### src/rtl/spi_txn_sequencer.sv
// Command sequencer in front of the SPI controller: accepts one request, pulses
// start, tracks busy with a watchdog, returns the received bytes, then enforces an idle gap.
`timescale 1ns/1ps
module spi_txn_sequencer #(
   parameter int NUM_BYTES      = 2,
   parameter int PERIPH_DEVICES = 1,
   parameter int TIMEOUT_CYCLES = 256,
   parameter int MIN_GAP        = 4
) (
   input  logic                      clk,
   input  logic                      rst_n,
   input  logic                      req_valid,
   output logic                      req_ready,
   input  logic [PERIPH_DEVICES-1:0] req_cs,
   input  logic [1:0]                req_len,
   input  logic [8*NUM_BYTES-1:0]    req_data,
   output logic                      spi_scom,
   output logic [PERIPH_DEVICES-1:0] spi_cs,
   output logic [1:0]                spi_len,
   output logic [8*NUM_BYTES-1:0]    spi_tx,
   input  logic                      spi_busy,
   input  logic [8*NUM_BYTES-1:0]    spi_rx,
   output logic                      rsp_valid,
   input  logic                      rsp_ready,
   output logic [8*NUM_BYTES-1:0]    rsp_data,
   output logic                      rsp_timeout,
   output logic [15:0]               txn_count,
   output logic [2:0]                dbg_state
);
   // Handshakes: a transfer happens on a rising edge where valid and ready are both 1;
   // valid never waits on ready, and the producer holds its payload until the transfer.

   localparam int DW      = 8*NUM_BYTES;
   localparam int CNT_LIM = (TIMEOUT_CYCLES > MIN_GAP) ? TIMEOUT_CYCLES : MIN_GAP;
   localparam int CNT_W   = $clog2(CNT_LIM + 1);
   localparam logic [CNT_W-1:0] CNT_MAX  = '1;
   localparam logic [CNT_W-1:0] TO_LAST  = CNT_W'(TIMEOUT_CYCLES - 1);
   localparam logic [CNT_W-1:0] GAP_LAST = (MIN_GAP > 0) ? CNT_W'(MIN_GAP - 1) : '0;

   typedef enum logic [2:0] {
      S_IDLE      = 3'd0,
      S_LAUNCH    = 3'd1,
      S_WAIT_BUSY = 3'd2,
      S_WAIT_DONE = 3'd3,
      S_RESP      = 3'd4,
      S_GAP       = 3'd5
   } state_e;

   state_e                    state_q, state_d;
   logic [CNT_W-1:0]          cnt_q, cnt_d, cnt_inc;
   logic                      scom_q, scom_d;
   logic [PERIPH_DEVICES-1:0] cs_q, cs_d;
   logic [1:0]                len_q, len_d;
   logic [DW-1:0]             tx_q, tx_d;
   logic [DW-1:0]             rsp_data_q, rsp_data_d;
   logic                      rsp_to_q, rsp_to_d;
   logic [15:0]               txn_q, txn_d;
   logic                      accept, wait_expired;

   always_ff @(posedge clk) begin
      if (!rst_n) begin
         state_q    <= S_IDLE;
         cnt_q      <= '0;
         scom_q     <= 1'b0;
         cs_q       <= '1;
         len_q      <= '0;
         tx_q       <= '0;
         rsp_data_q <= '0;
         rsp_to_q   <= 1'b0;
         txn_q      <= '0;
      end else begin
         state_q    <= state_d;
         cnt_q      <= cnt_d;
         scom_q     <= scom_d;
         cs_q       <= cs_d;
         len_q      <= len_d;
         tx_q       <= tx_d;
         rsp_data_q <= rsp_data_d;
         rsp_to_q   <= rsp_to_d;
         txn_q      <= txn_d;
      end
   end

   // The wait counter saturates so an oversized count can never wrap back into range.
   assign cnt_inc      = (cnt_q == CNT_MAX) ? cnt_q : cnt_q + CNT_W'(1);
   assign wait_expired = (cnt_q == TO_LAST);
   assign accept       = (state_q == S_IDLE) && req_valid;

   always_comb begin
      state_d = state_q;
      cnt_d   = cnt_q;
      case (state_q)
         S_IDLE: begin
            if (req_valid) state_d = S_LAUNCH;
         end
         S_LAUNCH: begin
            state_d = S_WAIT_BUSY;
            cnt_d   = '0;
         end
         S_WAIT_BUSY: begin
            if (spi_busy) begin
               state_d = S_WAIT_DONE;
               cnt_d   = '0;
            end else if (wait_expired) begin
               state_d = S_RESP;
            end else begin
               cnt_d = cnt_inc;
            end
         end
         S_WAIT_DONE: begin
            if (!spi_busy || wait_expired) state_d = S_RESP;
            else                           cnt_d   = cnt_inc;
         end
         S_RESP: begin
            if (rsp_ready) begin
               state_d = (MIN_GAP == 0) ? S_IDLE : S_GAP;
               cnt_d   = '0;
            end
         end
         S_GAP: begin
            if (cnt_q == GAP_LAST) begin
               state_d = S_IDLE;
               cnt_d   = '0;
            end else begin
               cnt_d = cnt_inc;
            end
         end
         default: begin
            state_d = S_IDLE;
            cnt_d   = '0;
         end
      endcase
   end

   always_comb begin
      req_ready   = (state_q == S_IDLE);
      rsp_valid   = (state_q == S_RESP);
      spi_scom    = scom_q;
      spi_cs      = cs_q;
      spi_len     = len_q;
      spi_tx      = tx_q;
      rsp_data    = rsp_data_q;
      rsp_timeout = rsp_to_q;
      txn_count   = txn_q;
      dbg_state   = state_q;
   end

   // Response fields are written only on entry to RESP, so they stay stable while stalled.
   always_comb begin
      scom_d     = accept;
      cs_d       = accept ? req_cs   : cs_q;
      len_d      = accept ? req_len  : len_q;
      tx_d       = accept ? req_data : tx_q;
      rsp_data_d = rsp_data_q;
      rsp_to_d   = rsp_to_q;
      txn_d      = txn_q;
      if (state_q == S_WAIT_BUSY && !spi_busy && wait_expired) begin
         rsp_data_d = '0;
         rsp_to_d   = 1'b1;
      end
      if (state_q == S_WAIT_DONE) begin
         if (!spi_busy) begin
            rsp_data_d = spi_rx;
            rsp_to_d   = 1'b0;
         end else if (wait_expired) begin
            rsp_data_d = '0;
            rsp_to_d   = 1'b1;
         end
      end
      if (state_q == S_RESP && rsp_ready) txn_d = txn_q + 16'd1;
   end

endmodule

### config.mk
export PLATFORM = sky130hd
export DESIGN_NAME = spi_txn_sequencer
export DESIGN_NICKNAME = d
export VERILOG_FILES = /design/src/rtl/spi_txn_sequencer.sv
export SDC_FILE = /design/constraint.sdc
export NUM_CORES = 1
export LEC_CHECK = 0
export CAP_MARGIN = 25
export CORE_ASPECT_RATIO = 0.6
export CORE_MARGIN = 2
export CORE_UTILIZATION = 40
export DETAILED_ROUTE_END_ITERATION = 12
export PLACE_DENSITY = 0.72
export SLEW_MARGIN = 20
export SYNTH_ARGS = -nofsm -noshare
export SYNTH_HDL_FRONTEND = slang
export SYNTH_SLANG_ARGS = --single-unit
### constraint.sdc
create_clock -name clk -period 3.1 [get_ports clk]
set_clock_uncertainty 0.2 [all_clocks]
set_input_delay 0.775 -clock clk [delete_from_list [all_inputs] [get_ports clk]]
set_output_delay 0.775 -clock clk [all_outputs]
set_load 0.01 [all_outputs]
Yosys cells after proc, flatten, opt, wreduce, memory -nomap -nowiden
Index checks and enable logic that the tools add are counted.
{"block": "totals", "input_bits": 40, "reg_bits": 65}
{"block": "op_classes", "muxes": 22, "bitwise_logic": 1, "n_addsub": 2, "reduce_logical": 9, "n_eq_ne": 15}
{"operator": "$mux W16", "count": 4}
{"operator": "$mux W9", "count": 6}
{"operator": "$pmux W9 S5", "count": 1}
{"operator": "$mux W3", "count": 6}
{"operator": "$pmux W3 S6", "count": 1}
{"operator": "$add A16 B1 Y16 const B", "count": 1}
{"operator": "$add A9 B1 Y9 const B", "count": 1}
{"operator": "$eq A9 B2 Y1 const B", "count": 1}
{"operator": "$eq A9 B8 Y1 const B", "count": 1}
{"operator": "$eq A9 B9 Y1 const B", "count": 1}
{"operator": "$ne A2 B2 Y1 const B", "count": 4}
{"operator": "$eq A3 B2 Y1 const B", "count": 2}
{"operator": "$eq A3 B3 Y1 const B", "count": 2}
{"operator": "$ne A3 B3 Y1 const B", "count": 2}
{"operator": "$reduce_and A5 Y1", "count": 1}
{"operator": "$logic_and A1 B1 Y1", "count": 4}
{"operator": "$mux W1", "count": 4}
{"operator": "$reduce_and A4 Y1", "count": 1}
{"operator": "$eq A3 B1 Y1 const B", "count": 1}
{"operator": "$logic_not A3 Y1", "count": 1}
{"operator": "$ne A2 B1 Y1 const B", "count": 1}
{"operator": "$logic_not A1 Y1", "count": 1}
{"operator": "$logic_or A1 B1 Y1", "count": 1}
{"operator": "$not A1 Y1", "count": 1}

Longest topological paths before layout
{"block": "logic_depth", "ltp_word": 7, "mapped_depth": 7, "mapped_depth_nobuf": 5}

Worst setup path after synthesis
No wires, ideal clock.
{"block": "synth_path", "path_type": "input-to-reg", "startpoint": "input rsp_ready", "endpoint": "register txn_q[11] (netlist: txn_count[11])", "setup_slack_ns": 0.894, "arrival_time_ns": 1.936, "cell_stages": 5, "required_ns": 2.830, "cell_sequence": "nand4bb_4 > or3_1 > buf_2 > or4_1 > a21oi_1"}
{"block": "synth_between", "elab_chain_len": 1}
{"element": "from (decl)", "line_no": "24", "source": "input logic rsp_ready,"}
{"element": "$logic_and A1 B1 Y1", "line_no": "170", "source": "if (state_q == S_RESP && rsp_ready) txn_d = txn_q + 16'd1;"}
{"element": "to (signal assigned)", "line_no": "80", "source": "txn_q <= txn_d;"}
{"element": "to (decl)", "line_no": "57", "source": "logic [15:0] txn_q, txn_d;"}
No other way between the ends.
A chain may end at the register's enable or synchronous reset.

Final worst setup path
{"block": "layout_path", "startpoint": "register state_q[2] (netlist: dbg_state[2])", "endpoint": "output req_ready"}
{"block": "layout_between", "elab_chain_len": 1}
{"element": "from (decl)", "line_no": "49", "source": "state_e state_q, state_d;"}
{"element": "from (signal assigned)", "line_no": "72", "source": "state_q <= state_d;"}
{"element": "$logic_not A3 Y1", "line_no": "136", "source": "req_ready = (state_q == S_IDLE);"}
{"element": "to (decl)", "line_no": "13", "source": "output logic req_ready,"}
No other way between the ends.

==> impl_metrics.toml <==
[run_status]
status = "finished, final reports clean"

[placement]
hpwl_um = 5760
port_buffers = 97
placedCellCount = 526
placed_cell_area_um2 = 3950
gp_congestion = 0.858
dp_slack_ns = 0.204

[routing]
drt_iter0_drc = 186
wl_per_cell_um = 15.0
final_antenna_net_count = 0
firstDrtPassIters = 4
vias_per_cell = 5.39
vias = 2921
wl_um = 8130
remaining_drc_errors = 0

[timing]
slew-limit-headroom_pct = 55.0
slew_viol_final = 0
rsz0062_at_grt = "false"
setup_viol = 0
period_minus_slack_ns = 2.71
worstMarginPinSlew_ns = 0.675
finalHoldViolations = 0
setup_tns_ns = 0
hold_slack_ns = 0.251
fin_crit_sh_pct = 87.4
fmaxAchievable_ghz = 0.369
setup_ws_ns = 0.391

[die]
start_util_pct = 42.2
ios = 98
die_w_um = 114
fp.dieH_um = 69.7
rows = 23
core_area_um2 = 6820
die_area_um2 = 7910

[critical_path]
arrival_ns = 1.73
worstSetupPathType = "flop to primary output"
endpoint_kind = "primary output"
cp_top_family = "buffers and inverters"
cpMaxStageDelayCell = "clkdlybuf4s50_1"
worstPathMaxFanout = 5
max_stage_delay_ns = 0.65
critPathLaunchType = "flop"
crit_chain = "nor3_1 > clkdlybuf4s50_1"
cp_data_required_time_ns = 2.12
worst-path-buf-inv = 1

[synth]
synthFlopType = "dfxtp_1"
synth_edf_count = 0
syn_avg_cell_area_um2 = 8.13
ys_seq_area_share_pct = 45.2
syn_nets = 396
syn_area_um2 = 2880
async_reset_ff_share_pct = 0
ys_seq_elements = 65
yosysUniqueCellTypes = 49
yosys_warnings = 0
synth_cells = 354

[clocking]
clkLatencyLatePin_ns = 0.32
postCtsSetupBuffers = 0
clk_pin_slew_ns = 0.05
cts_tree = "yes"
ctsResizeCount = 0
clock-sinks = 65
cts-hold-fix-buffers = 0
cts_root_buffer = "clkbuf_16"
clk_path_buf_depth = 2
htree_levels = 3
cts_made_buffers = 9

[global_route]
grt_usage_pct = 21.2
grt_pass1_vias = 2737
grt_max_degree = 30
grt_pass1_wl_um = 13300
gr-total-overflow = 0
antenna_found_initial = 0

[flow_run]
cap_violations = 0

[layout]
syn2layout_area_growth_pct = 46.8
drive_gt1_share_pct = 7.25
nNetsFinal = 492
mostFrequentLayoutCell = "clkdlybuf4s50_1"
design_area_um2 = 4230
final_util_pct = 62.0
instances_no_fill = 542
final_cell_mix = "clkdlybuf4s50_1 (97), nand2_1 (74), dfxtp_1 (65)"
antenna_cells = 0

[power_and_ir_drop]
p_leak_nw = 1.40
power_mw = 2.10
ir_worst_vdd_mv = 0.343
p_per_area_nw_per_um2 = 496

[min_path]
hp-class = "flop to flop"
## state kept, by name, summed over array words and instances (netlist names)
signal       cells
dbg_state        3
spi_tx          16
spi_cs           1
txn_count       16
spi_scom         1
spi_len          2
rsp_data        16
cnt_q            9
rsp_timeout      1
## metal layers
metal	global-route usage, %	wire, µm
met5	0	0
met4	7.05	83
met3	10.4	706
met1	27.9	3900
met2	30.4	3450
## synth_stat cells (2+ instances only)
cell type | instances | area (µm²)
a211oi_1 | 4 | 30.0
a21oi_1 | 46 | 230
a31oi_1 | 2 | 12.5
and2_1 | 3 | 18.8
and3_1 | 2 | 12.5
and4_1 | 2 | 17.5
buf_2 | 7 | 35.0
buf_4 | 2 | 15.0
clkbuf_1 | 14 | 52.6
clkbuf_2 | 2 | 10.0
dfxtp_1 | 65 | 1300
ha_1 | 2 | 25.0
inv_1 | 5 | 18.8
nand2_1 | 74 | 278
nand2b_1 | 2 | 12.5
nand3_1 | 6 | 30.0
nand3b_1 | 3 | 22.5
nand4_1 | 5 | 31.3
nor2_1 | 14 | 52.6
nor3_1 | 5 | 25.0
nor4_1 | 5 | 31.3
o2111ai_1 | 4 | 35.0
o211ai_1 | 6 | 45.0
o21ai_0 | 24 | 120
o221ai_1 | 3 | 26.3
o31ai_1 | 5 | 37.5
or2_2 | 2 | 12.5
or3_1 | 9 | 56.3
or4_1 | 6 | 45.0
xnor2_1 | 5 | 43.8
xor2_1 | 2 | 17.5
## final timing paths
path | from | to | slack, ns | cells after the start
min reg2reg | spi_tx[11] | spi_tx[11] | 0.25 | 2
max | dbg_state[2] | req_ready | 0.39 | 2
max reg2reg | dbg_state[0] | txn_count[12] | 0.95 | 5
min | spi_tx[11] | spi_tx[11] | 0.25 | 2
## worst min-delay path, cell delays in order (launching register included)
cell     delay [ns]
dfxtp_1        0.30
nand2_1        0.05
a21oi_1        0.05
## power breakdown
group	switching (mW)	internal, mW	total [mW]
registers	0.0146	0.866	0.881
clock network	0.343	0.584	0.926
logic	0.144	0.146	0.290
total	0.501	1.60	2.10
## layout make-up
class                      instances  area, µm²
tap                               87        109
clock inverter                     2       12.5
multi-input combinational        258       1450
inverter                           6       22.5
fill                             600       2590
clock buffer                      14        264
timing repair buffer             110       1070
sequential                        65       1300
## cells by family (layout without fill, tap and decap cells)
kind of cell / count (synthesis) / count (layout) / share of synthesized area, %
multiplexers: 1 / 1 / 0.348
XOR/XNOR: 7 / 7 / 2.13
buffers and inverters: 31 / 132 / 4.69
AND/OR/NAND/NOR: 145 / 145 / 25.3
adder cells (fa/ha/maj): 2 / 2 / 0.869
AO/OA/AOI/OAI: 103 / 103 / 21.5
flip-flops: 65 / 65 / 45.2
Note: power is estimated with default switching activity, not from simulation.
